**config.mk**
```make
export PLATFORM = sky130hd
export DESIGN_NAME = pipe_flush_ctrl_flat
export DESIGN_NICKNAME = d
export VERILOG_FILES = /design/src/rtl/pipe_flush_ctrl_pkg.sv /design/src/rtl/pipe_flush_ctrl_if.sv /design/src/rtl/pipe_flush_ctrl_arbiter.sv /design/src/rtl/pipe_flush_ctrl.sv /design/src/flat_wrapper.sv
export SDC_FILE = /design/constraint.sdc
export NUM_CORES = 1
export LEC_CHECK = 0
export CAP_MARGIN = 10
export CORE_MARGIN = 5
export CORE_UTILIZATION = 40
export CTS_BUF_LIST = sky130_fd_sc_hd__clkbuf_8
export CTS_CLUSTER_DIAMETER = 60
export DETAILED_ROUTE_END_ITERATION = 10
export PLACE_DENSITY_LB_ADDON = 0.12
export SLEW_MARGIN = 20
export SYNTH_ARGS = -nofsm -noshare
export SYNTH_HDL_FRONTEND = slang
export SYNTH_HIERARCHICAL = 1
export SYNTH_SLANG_ARGS = --single-unit
```
**constraint.sdc**
```tcl
create_clock -name clk -period 8.13 [get_ports clk]
set_input_delay 1.626 -clock clk [delete_from_list [all_inputs] [get_ports clk]]
set_output_delay 1.626 -clock clk [all_outputs]
set_load 0.02 [all_outputs]
```
**src/rtl/pipe_flush_ctrl_pkg.sv**
```systemverilog
// Shared types and constants for the pipeline flush / redirect controller.
package pipe_flush_ctrl_pkg;

    // Redirect controller states.
    typedef enum logic [1:0] {
        StIdle     = 2'd0,
        StRedirect = 2'd1,
        StHold     = 2'd2
    } state_e;

    // Request source indices into the req_* vectors.
    localparam int unsigned SRC_JUMP   = 0;
    localparam int unsigned SRC_BRANCH = 1;
    localparam int unsigned SRC_JR     = 2;
    localparam int unsigned SRC_EXC    = 3;

    localparam int unsigned COUNT_W = 16;
    localparam int unsigned HOLD_W  = 4;

    // Width of an index over n items; never narrower than one bit.
    function automatic int unsigned stg_w(input int unsigned n);
        return (n > 1) ? $clog2(n) : 1;
    endfunction

endpackage

```
**src/rtl/pipe_flush_ctrl_if.sv**
```systemverilog
// Request / redirect bundle between the pipeline control logic and the flush controller.
interface pipe_flush_ctrl_if
    import pipe_flush_ctrl_pkg::*;
#(
    parameter int unsigned NUM_SRC    = 4,
    parameter int unsigned NUM_STAGES = 5,
    parameter int unsigned ADDR_W     = 32
);
    localparam int unsigned STG_W = stg_w(NUM_STAGES);

    logic [NUM_SRC-1:0]        req_valid;
    logic [NUM_SRC*STG_W-1:0]  req_stage;
    logic [NUM_SRC*ADDR_W-1:0] req_target;
    logic [NUM_STAGES-1:0]     flush_vec;
    logic                      redirect_valid;
    logic [ADDR_W-1:0]         redirect_target;
    logic                      redirect_ready;
    logic                      fetch_stall;
    logic [COUNT_W-1:0]        flush_count;

    // Pipeline side: raises requests, accepts the redirect.
    modport master (
        output req_valid,
        output req_stage,
        output req_target,
        output redirect_ready,
        input  flush_vec,
        input  redirect_valid,
        input  redirect_target,
        input  fetch_stall,
        input  flush_count
    );

    // Controller side.
    modport slave (
        input  req_valid,
        input  req_stage,
        input  req_target,
        input  redirect_ready,
        output flush_vec,
        output redirect_valid,
        output redirect_target,
        output fetch_stall,
        output flush_count
    );

endinterface

```
**src/rtl/pipe_flush_ctrl_arbiter.sv**
```systemverilog
// Combinational arbiter: picks the youngest-resolving (highest stage) request,
// lowest source index on a tie, and produces the stage flush mask for it.
module flush_arbiter
    import pipe_flush_ctrl_pkg::*;
#(
    parameter int unsigned NUM_SRC    = 4,
    parameter int unsigned NUM_STAGES = 5,
    localparam int unsigned STG_W     = stg_w(NUM_STAGES),
    localparam int unsigned IDX_W     = stg_w(NUM_SRC)
) (
    input  logic [NUM_SRC-1:0]       req_valid,
    input  logic [NUM_SRC*STG_W-1:0] req_stage,
    output logic                     win_valid,
    output logic [IDX_W-1:0]         win_idx,
    output logic [NUM_STAGES-1:0]    flush_bits
);

    logic [STG_W-1:0] win_stage;

    // Scan sources in index order; only a strictly higher stage displaces the
    // current pick, so ties keep the lowest index.
    always_comb begin
        win_valid = 1'b0;
        win_idx   = '0;
        win_stage = '0;
        for (int i = 0; i < int'(NUM_SRC); i++) begin
            if (req_valid[i] &&
                (!win_valid || (req_stage[i*STG_W +: STG_W] > win_stage))) begin
                win_valid = 1'b1;
                win_idx   = IDX_W'(i);
                win_stage = req_stage[i*STG_W +: STG_W];
            end
        end
    end

    // Everything younger than the resolving stage is wrong-path.
    always_comb begin
        flush_bits = '0;
        for (int j = 0; j < int'(NUM_STAGES); j++) begin
            flush_bits[j] = win_valid && (int'(win_stage) > j);
        end
    end

endmodule

```
**src/rtl/pipe_flush_ctrl.sv**
```systemverilog
// Pipeline flush and fetch-redirect controller. Arbitrates control-transfer
// requests, flushes wrong-path stages, offers the new PC to fetch and stalls
// fetch for a programmable number of cycles after the redirect is taken.
module pipe_flush_ctrl
    import pipe_flush_ctrl_pkg::*;
#(
    parameter int unsigned NUM_STAGES = 5,
    parameter int unsigned NUM_SRC    = 4,
    parameter int unsigned ADDR_W     = 32,
    parameter int unsigned FLUSH_HOLD = 1
) (
    input  logic            clk,
    input  logic            rst_n,
    pipe_flush_ctrl_if.slave bus
);

    localparam int unsigned IDX_W = stg_w(NUM_SRC);
    localparam logic [HOLD_W-1:0] HOLD_INIT =
        (FLUSH_HOLD == 0) ? '0 : HOLD_W'(FLUSH_HOLD - 1);

    state_e              state_q, state_d;
    logic [HOLD_W-1:0]   hold_q, hold_d;
    logic [ADDR_W-1:0]   target_q, target_d;
    logic [COUNT_W-1:0]  count_q, count_d;

    logic                  win_valid;
    logic [IDX_W-1:0]      win_idx;
    logic [NUM_STAGES-1:0] arb_flush;
    logic [ADDR_W-1:0]     win_target;
    logic [NUM_STAGES-1:0] flush_vec_c;

    flush_arbiter #(
        .NUM_SRC    (NUM_SRC),
        .NUM_STAGES (NUM_STAGES)
    ) u_arbiter (
        .req_valid  (bus.req_valid),
        .req_stage  (bus.req_stage),
        .win_valid  (win_valid),
        .win_idx    (win_idx),
        .flush_bits (arb_flush)
    );

    // Select the winning source's redirect address.
    always_comb begin
        win_target = bus.req_target[int'(win_idx)*ADDR_W +: ADDR_W];
    end

    // Next-state logic; a new winner overrides whatever the FSM was doing,
    // including an acceptance in the same cycle.
    always_comb begin
        state_d  = state_q;
        hold_d   = hold_q;
        target_d = target_q;
        count_d  = count_q;

        unique case (state_q)
            StIdle: begin
            end
            StRedirect: begin
                if (bus.redirect_ready) begin
                    if (FLUSH_HOLD == 0) begin
                        state_d = StIdle;
                    end else begin
                        state_d = StHold;
                        hold_d  = HOLD_INIT;
                    end
                end
            end
            StHold: begin
                if (hold_q == '0) begin
                    state_d = StIdle;
                end else begin
                    hold_d = hold_q - 1'b1;
                end
            end
            default: begin
                state_d = StIdle;
            end
        endcase

        if (win_valid) begin
            state_d  = StRedirect;
            target_d = win_target;
            if (count_q != {COUNT_W{1'b1}}) begin
                count_d = count_q + 1'b1;
            end
        end
    end

    // State, hold counter, redirect target and flush counter registers.
    always_ff @(posedge clk or negedge rst_n) begin
        if (!rst_n) begin
            state_q  <= StIdle;
            hold_q   <= '0;
            target_q <= '0;
            count_q  <= '0;
        end else begin
            state_q  <= state_d;
            hold_q   <= hold_d;
            target_q <= target_d;
            count_q  <= count_d;
        end
    end

    // Flush mask: arbitration bits, IF held flushed while redirecting, and
    // every stage flushed while reset is asserted (independent of the clock).
    always_comb begin
        flush_vec_c = arb_flush;
        if (state_q != StIdle) begin
            flush_vec_c[0] = 1'b1;
        end
        if (!rst_n) begin
            flush_vec_c = '1;
        end
    end

    assign bus.flush_vec       = flush_vec_c;
    assign bus.redirect_valid  = (state_q == StRedirect);
    assign bus.redirect_target = target_q;
    assign bus.fetch_stall     = (state_q != StIdle);
    assign bus.flush_count     = count_q;

endmodule

```
**src/flat_wrapper.sv**
```systemverilog
// flat-port wrapper written by rule: the top's interface ports become plain ports
module pipe_flush_ctrl_flat import pipe_flush_ctrl_pkg::*;
#(
    parameter int unsigned NUM_STAGES = 5,
    parameter int unsigned NUM_SRC    = 4,
    parameter int unsigned ADDR_W     = 32,
    parameter int unsigned FLUSH_HOLD = 1
)
  (clk, rst_n, bus_req_valid, bus_req_stage, bus_req_target, bus_redirect_ready, bus_flush_vec, bus_redirect_valid, bus_redirect_target, bus_fetch_stall, bus_flush_count);
  pipe_flush_ctrl_if #(.NUM_SRC(NUM_SRC), .NUM_STAGES(NUM_STAGES), .ADDR_W(ADDR_W)) bus_i ();
  input  logic clk;
  input  logic rst_n;
  input wire logic [$bits(bus_i.req_valid)-1:0] bus_req_valid;
  input wire logic [$bits(bus_i.req_stage)-1:0] bus_req_stage;
  input wire logic [$bits(bus_i.req_target)-1:0] bus_req_target;
  input wire logic [$bits(bus_i.redirect_ready)-1:0] bus_redirect_ready;
  output wire logic [$bits(bus_i.flush_vec)-1:0] bus_flush_vec;
  output wire logic [$bits(bus_i.redirect_valid)-1:0] bus_redirect_valid;
  output wire logic [$bits(bus_i.redirect_target)-1:0] bus_redirect_target;
  output wire logic [$bits(bus_i.fetch_stall)-1:0] bus_fetch_stall;
  output wire logic [$bits(bus_i.flush_count)-1:0] bus_flush_count;
  assign bus_i.req_valid = bus_req_valid;
  assign bus_i.req_stage = bus_req_stage;
  assign bus_i.req_target = bus_req_target;
  assign bus_i.redirect_ready = bus_redirect_ready;
  assign bus_flush_vec = bus_i.flush_vec;
  assign bus_redirect_valid = bus_i.redirect_valid;
  assign bus_redirect_target = bus_i.redirect_target;
  assign bus_fetch_stall = bus_i.fetch_stall;
  assign bus_flush_count = bus_i.flush_count;
  pipe_flush_ctrl #(.NUM_STAGES(NUM_STAGES), .NUM_SRC(NUM_SRC), .ADDR_W(ADDR_W), .FLUSH_HOLD(FLUSH_HOLD)) u_core (.clk(clk), .rst_n(rst_n), .bus(bus_i));
endmodule
```
==> results.yml, run 1 <==
clocking:
  ctsHoldBuffers: 0
  clk_latency_ns: 0.29
  cts_tree: "done"
  cts_buffers: 5
  htree_levels: 2
  root_buffer: "clkbuf_8"
  clk_pin_slew_ns: 0.10
  cts_setup_buffers: 0
  cts_sinks: 54
  clock_path_buffers: 2
critical_path:
  cp_top_family: "compound AO/OA/AOI/OAI gates"
  start_kind: "primary input"
  critical_path.max_stage_delay_ns: 0.51
  cp_common_cell: "ha_1"
  crit_buf_inv: 2
  crit_slowest_cell: "clkdlybuf4s50_1"
  path_cells: "clkdlybuf4s50_1 -> and2_1 -> ha_1 -> and3_1 -> a21oi_4 -> nand2b_4 -> a32oi_2 -> ha_1 -> and3b_1 -> o211ai_2 -> nand2_1 -> a221oi_2 -> o21bai_1 -> ha_1 -> a21oi_2 -> a32oi_2 -> o21a_2 -> nor3_2 -> a211o_1 -> nand3_1 -> or3b_2 -> clkbuf_2"
  r2r-start: "u_core/bus.flush_count[0]"
  crit_type: "in2out"
  cp_max_fo: 4
  reg2regPathDepth: 4
  critPathCaptureType: "output port"
  critical_path_required_ns: 6.50
  r2r_slack_ns: 6.19
  cp_data_arrival_time_ns: 6.24
  r2r-end: "u_core/bus.flush_count[1]"
sta:
  maxSlewViolCount: 0
  grt_setup_unrepaired: "true"
  setup_viol: 0
  fin_skew_ns: 0.00436
  hold_viol: 0
  max_slew.worst_pin.slew_ns: 0.944
  timing.fmax_mhz: 127
  slew-limit-headroom_pct: 36.8
  finalCriticalPeriod_ns: 7.87
  finalCritPeriodShare_pct: 96.8
synth:
  ys_seq_area_share_pct: 37.8
  async_reset_ff_share_pct: 100
  syn-num-nets: 438
  synth_edf_count: 0
  synthesis.instances: 280
  yosys_register_bits: 54
  netlist_area_um2: 3580
  synthDistinctLibCells: 55
  synth.avg_cell_area_um2: 12.8
  ys.warnings.count: 6
  ys.flop_type: "dfrtp_1"
global_routing:
  antenna_found_initial: 0
  grt_pass1_wl_mm: 16.6
  grt_start_max_net_pins: 60
  grt_usage_pct: 18.5
  grt_pass1_vias: 3317
  grt-ovfl-total: 0
run:
  maxCapViolations: 0
drt:
  first_pass_iters: 4
  drt-total-wl_mm: 10.4
  dr_total_vias: 3142
  ant_nets: 0
  drtIter0Drc: 67
  viasPerCell: 5.27
  wl_per_cell_um: 17.5
  drc: 0
placed_design:
  portBuffers: 201
  gp_congestion: 0.860
  place_inst: 588
  dp_hpwl_mm: 8.71
worst_hold_path:
  worstHoldPathCells: 1
  holdPathEnd: "u_core/bus.redirect_target[10]"
  hold_path_startpoint: "u_core/bus.redirect_target[10]"
  hold_class: "reg2reg"
floorplanning:
  start_util_pct: 41.0
  fp.dieArea_um2: 10900
  io_pins: 202
  coreArea_um2: 8720
  num_rows: 34
  dieHeight_um: 105
  die_w_um: 105
layout:
  n_fill_cell: 672
  drive_above_1_share_pct: 23.4
  final_core_util_pct: 67.8
  final_nets: 645
  instances_no_fill: 596
  diodes: 0
  syn_to_final_growth_pct: 65.3
power:
  combPwrFrac_pct: 51.4
  p_leak_nw: 2.45
  switchingPower_mw: 0.413
  p_sw_share_pct: 34.8
  power_frac_seq_pct: 33.1
  pwr-share-clk_pct: 15.5
  ir_drop_v: 0.0000892
  fin_total_pwr_mw: 1.19
  p_per_area_nw_per_um2: 200
  p_int_mw: 0.773
outcome:
  status: "finished, final reports clean"
-- power groups by stage --
stage          Clock, mW  Combinational [mW]  Sequential [mW]
2_1_floorplan          0               0.246            0.473
3_3_place_gp           0               0.605            0.395
3_5_place_dp           0               0.612            0.399
4_1_cts            0.191               0.612            0.394
5_1_grt            0.204               0.654            0.402
6_report           0.184               0.609            0.392
-- layout by cell type, fill, tap and decap left out, types with 2 or more instances in the layout --
cell	netlist	final
and3_1	2	2
xor2_1	15	15
nand4_4	2	2
nand3b_1	2	2
nand3_1	8	8
clkdlybuf4s50_1	0	195
nor2b_1	2	2
and2_1	2	2
nand4_1	5	5
nor3_1	5	4
a21oi_2	3	4
ha_1	11	11
a21oi_1	8	6
mux2_2	32	32
o21ai_0	5	3
mux4_2	32	32
inv_1	12	12
a32oi_2	1	2
or3b_2	2	2
dlygate4sd2_1	0	2
clkbuf_8	0	5
nand2_1	16	16
nor3_2	1	2
dfrtp_1	54	54
nor2_1	9	8
dlymetal6s2s_1	0	2
buf_4	0	11
xnor2_1	2	2
a21o_1	2	2
nand2b_1	5	4
nor4_1	5	5
-- sequential cells by signal, indices dropped and copies added, names as in the netlist --
signal / cells
u_core/hold_q: 4
u_core/bus.redirect_target: 32
u_core/bus.flush_count: 16
u_core/state_q: 2
-- metrics by stage --
step	area (µm²)	setup WS [ns]	hold slack, ns	TNS [ns]
floorplan	3580	1.07	0.470	0
global route	5910	-0.0638	0.537	-0.123
detailed placement	5760	-0.158	0.497	-0.240
global placement	5760	0.0486	0.489	0
CTS	5870	0.0534	0.520	0
finish	5910	0.261	0.514	0
-- kinds of logic (layout without fill, tap and decap cells) --
logic type,after synthesis,after routing,synth area share [%]
DFF,54,54,37.8
muxes,66,66,30.9
AOI/OAI and AO/OA,34,34,7.91
and+or+nand+nor,74,74,12.5
buffers and inverters,24,232,2.87
adders and majority gates,11,11,3.85
xor gates and xnor gates,17,17,4.16
-- worst max-delay path by stage --
stage	start	to	slack, ns	depth (start not counted)
final	bus_req_valid[0]	bus_flush_vec[0]	0.26	22
after global routing	bus_req_valid[0]	bus_flush_vec[0]	-0.06	22
after CTS	bus_req_valid[0]	bus_flush_vec[0]	0.05	22
after detailed placement	bus_req_valid[0]	bus_flush_vec[0]	-0.16	22
after global placement	bus_req_valid[0]	bus_flush_vec[0]	0.05	22
after floorplan	bus_req_stage[0]	bus_flush_vec[0]	1.07	20
-- synth_stat cells, drive strengths merged, types with 3 or more instances --
master	instances	area (µm²)
dfrtp	54	1350
mux2	33	375
mux4	32	721
nand2	16	60.1
xor2	15	131
inv	12	45.0
a21oi	11	66.3
ha	11	138
nor2	9	33.8
nand3	8	40.0
nand4	8	86.3
buf	7	38.8
nand2b	6	45.0
nor3	6	35.0
o21ai	6	30.0
clkbuf	5	18.8
nor4	5	31.3
and2	3	20.0
-- layer usage --
metal	global-route usage, %	wire length, µm
met5	0	0
met2	32.4	5400
met4	3.70	111
met3	6.54	902
met1	22.2	4010
-- timing repair --
item	in CTS	in global routing
pin swaps	0	1
gates resized for setup	4	13
endpoints found under the setup margin	3	5
-- area by class of cell --
type	instances	area, µm²	area share [%]
tap	108	135	2.29
timing repair buffer	212	2090	35.3
inverter	12	45.0	0.762
multi-input combinational	202	2180	36.8
clock inverter	3	48.8	0.825
sequential	54	1350	22.9
clock buffer	5	68.8	1.16
(Power assumes the default switching activity.)
==> inputs of run 2 (changes only) <==
--- a/config.mk
+++ b/config.mk
@@ -6,6 +6,7 @@
 export NUM_CORES = 1
 export LEC_CHECK = 0
 export CAP_MARGIN = 10
+export CORE_ASPECT_RATIO = 1.75
 export CORE_MARGIN = 5
 export CORE_UTILIZATION = 40
 export CTS_BUF_LIST = sky130_fd_sc_hd__clkbuf_8
==> results.yml, run 2 (same netlist as run 1, synthesis figures left out) <==
worst_hold_path:
  hold_class: "reg2reg"
layout:
  syn_to_final_growth_pct: 65.0
  final_common_cell: "clkdlybuf4s50_1"
  drive_above_1_share_pct: 21.9
  instances_no_fill: 606
  diodes: 0
  final_nets: 646
  fin_area_um2: 5900
  mostFrequentLayoutCells: "195 x clkdlybuf4s50_1, 54 x dfrtp_1, 32 x mux4_2, 32 x mux2_2, 16 x nand2_1"
  largest_register_ffs: 32
  n_fill_cell: 692
critical_path:
  critical_path.max_stage_delay_ns: 0.52
  start_kind: "primary input"
  critPathCaptureType: "output port"
  cp_common_cell: "ha_1"
  cp_top_family: "compound AO/OA/AOI/OAI gates"
  crit_buf_inv: 2
  critical_path_required_ns: 6.50
  cp_data_arrival_time_ns: 6.47
  crit_slowest_cell: "clkdlybuf4s50_1"
  path_cells: "clkdlybuf4s50_1 -> and2_1 -> ha_1 -> and3_1 -> a21oi_2 -> nand2b_4 -> a32oi_2 -> ha_1 -> and3b_1 -> o211ai_2 -> nand2_1 -> a221oi_2 -> o21bai_1 -> ha_1 -> a21oi_1 -> a32oi_1 -> o21a_2 -> nor2_1 -> a211o_1 -> nand3_1 -> or3b_2 -> dlygate4sd2_1"
  cp_max_fo: 4
  crit_type: "in2out"
drt:
  wl_per_cell_um: 18.1
  drtIter0Drc: 42
  dr_total_vias: 3184
  drt-total-wl_mm: 11.0
  ant_nets: 0
  viasPerCell: 5.25
  first_pass_iters: 4
  drc: 0
placed_design:
  dpl_cell_area_um2: 5780
  dp_hpwl_mm: 9.23
  gp_congestion: 0.869
  portBuffers: 201
  place_inst: 598
sta:
  finalCritPeriodShare_pct: 99.6
  maxSlewViolCount: 0
  timing.fmax_mhz: 123
  hold_viol: 0
  whs_ns: 0.513
  max_slew.worst_pin.slew_ns: 0.957
  setup_viol: 0
  grt_setup_unrepaired: "true"
  slew-limit-headroom_pct: 36.2
  finalCriticalPeriod_ns: 8.10
  fin_skew_ns: 0.00521
clocking:
  cts_tree: "done"
  cts_setup_buffers: 0
  clock_path_buffers: 2
  htree_levels: 2
  clk_pin_slew_ns: 0.09
  ctsHoldBuffers: 0
  clk_latency_ns: 0.30
  cts_buffers: 5
  cts_sinks: 54
  root_buffer: "clkbuf_8"
global_routing:
  grt_pass1_wl_mm: 16.8
  grt-ovfl-total: 0
  grt_start_max_net_pins: 60
  grt_pass1_vias: 3429
  antenna_found_initial: 0
  grt_usage_pct: 20.2
floorplanning:
  fp.dieArea_um2: 11000
  coreArea_um2: 8730
  die_w_um: 81.5
  dieHeight_um: 135
  io_pins: 202
  start_util_pct: 41.0
  num_rows: 45
power:
  fin_total_pwr_mw: 1.18
  p_leak_nw: 2.46
  p_per_area_nw_per_um2: 200
  ir_drop_v: 0.000128
outcome:
  status: "finished, final reports clean"
run:
  maxCapViolations: 0
[run 2: worst paths after layout]
path,startpoint,to,cells past startpoint,slack (ns)
worst max-delay path,bus_req_valid[0],bus_flush_vec[0],22,0.03
worst min-delay path,u_core/bus.redirect_target[12],u_core/bus.redirect_target[12],1,0.51
worst max register to register,u_core/bus.flush_count[0],u_core/bus.flush_count[1],4,6.19
worst min register to register,u_core/bus.redirect_target[12],u_core/bus.redirect_target[12],1,0.51
max in group asynchronous,rst_n,u_core/bus.flush_count[12],2,6.19
min in group asynchronous,rst_n,u_core/hold_q[3],2,1.45
[run 2: per-stage QoR]
stage	TNS (ns)	utilization, %	setup slack [ns]
CTS	0	67.4	0.00998
global placement	0	66.2	0.0285
finish	0	67.6	0.0316
detailed placement	-0.195	66.2	-0.163
global route	-0.260	67.6	-0.260
floorplan	0	-	1.07
[run 2: cell type report]
class / instances / area (µm²) / share of cell area (%)
tap: 117 / 146 / 2.48
multi-input combinational: 202 / 2150 / 36.4
sequential: 54 / 1350 / 22.9
inverter: 12 / 45.0 / 0.763
clock inverter: 3 / 37.5 / 0.636
timing repair buffer: 213 / 2110 / 35.7
clock buffer: 5 / 68.8 / 1.17
[run 2: per-layer routing]
layer	GRT usage, %	part of all wire, %	vias up
li1	-	-	1488
met1	20.1	32	1551
met2	38.2	57	125
met3	5.54	8.0	20
met4	7.14	2.7	0
met5	0	0	-
[run 2: where the power goes]
group          switching, mW  internal (mW)  total (mW)  leakage [nW]
sequential            0.0587          0.335       0.393         0.661
clock                 0.0832         0.0898       0.173        0.0607
combinational          0.269          0.345       0.614          1.74
[run 2: timing repair]
action	in CTS	in global routing
endpoints found under the setup margin	3	5
pin swaps	0	1
resized for setup	2	7
hold endpoints to repair	0	0
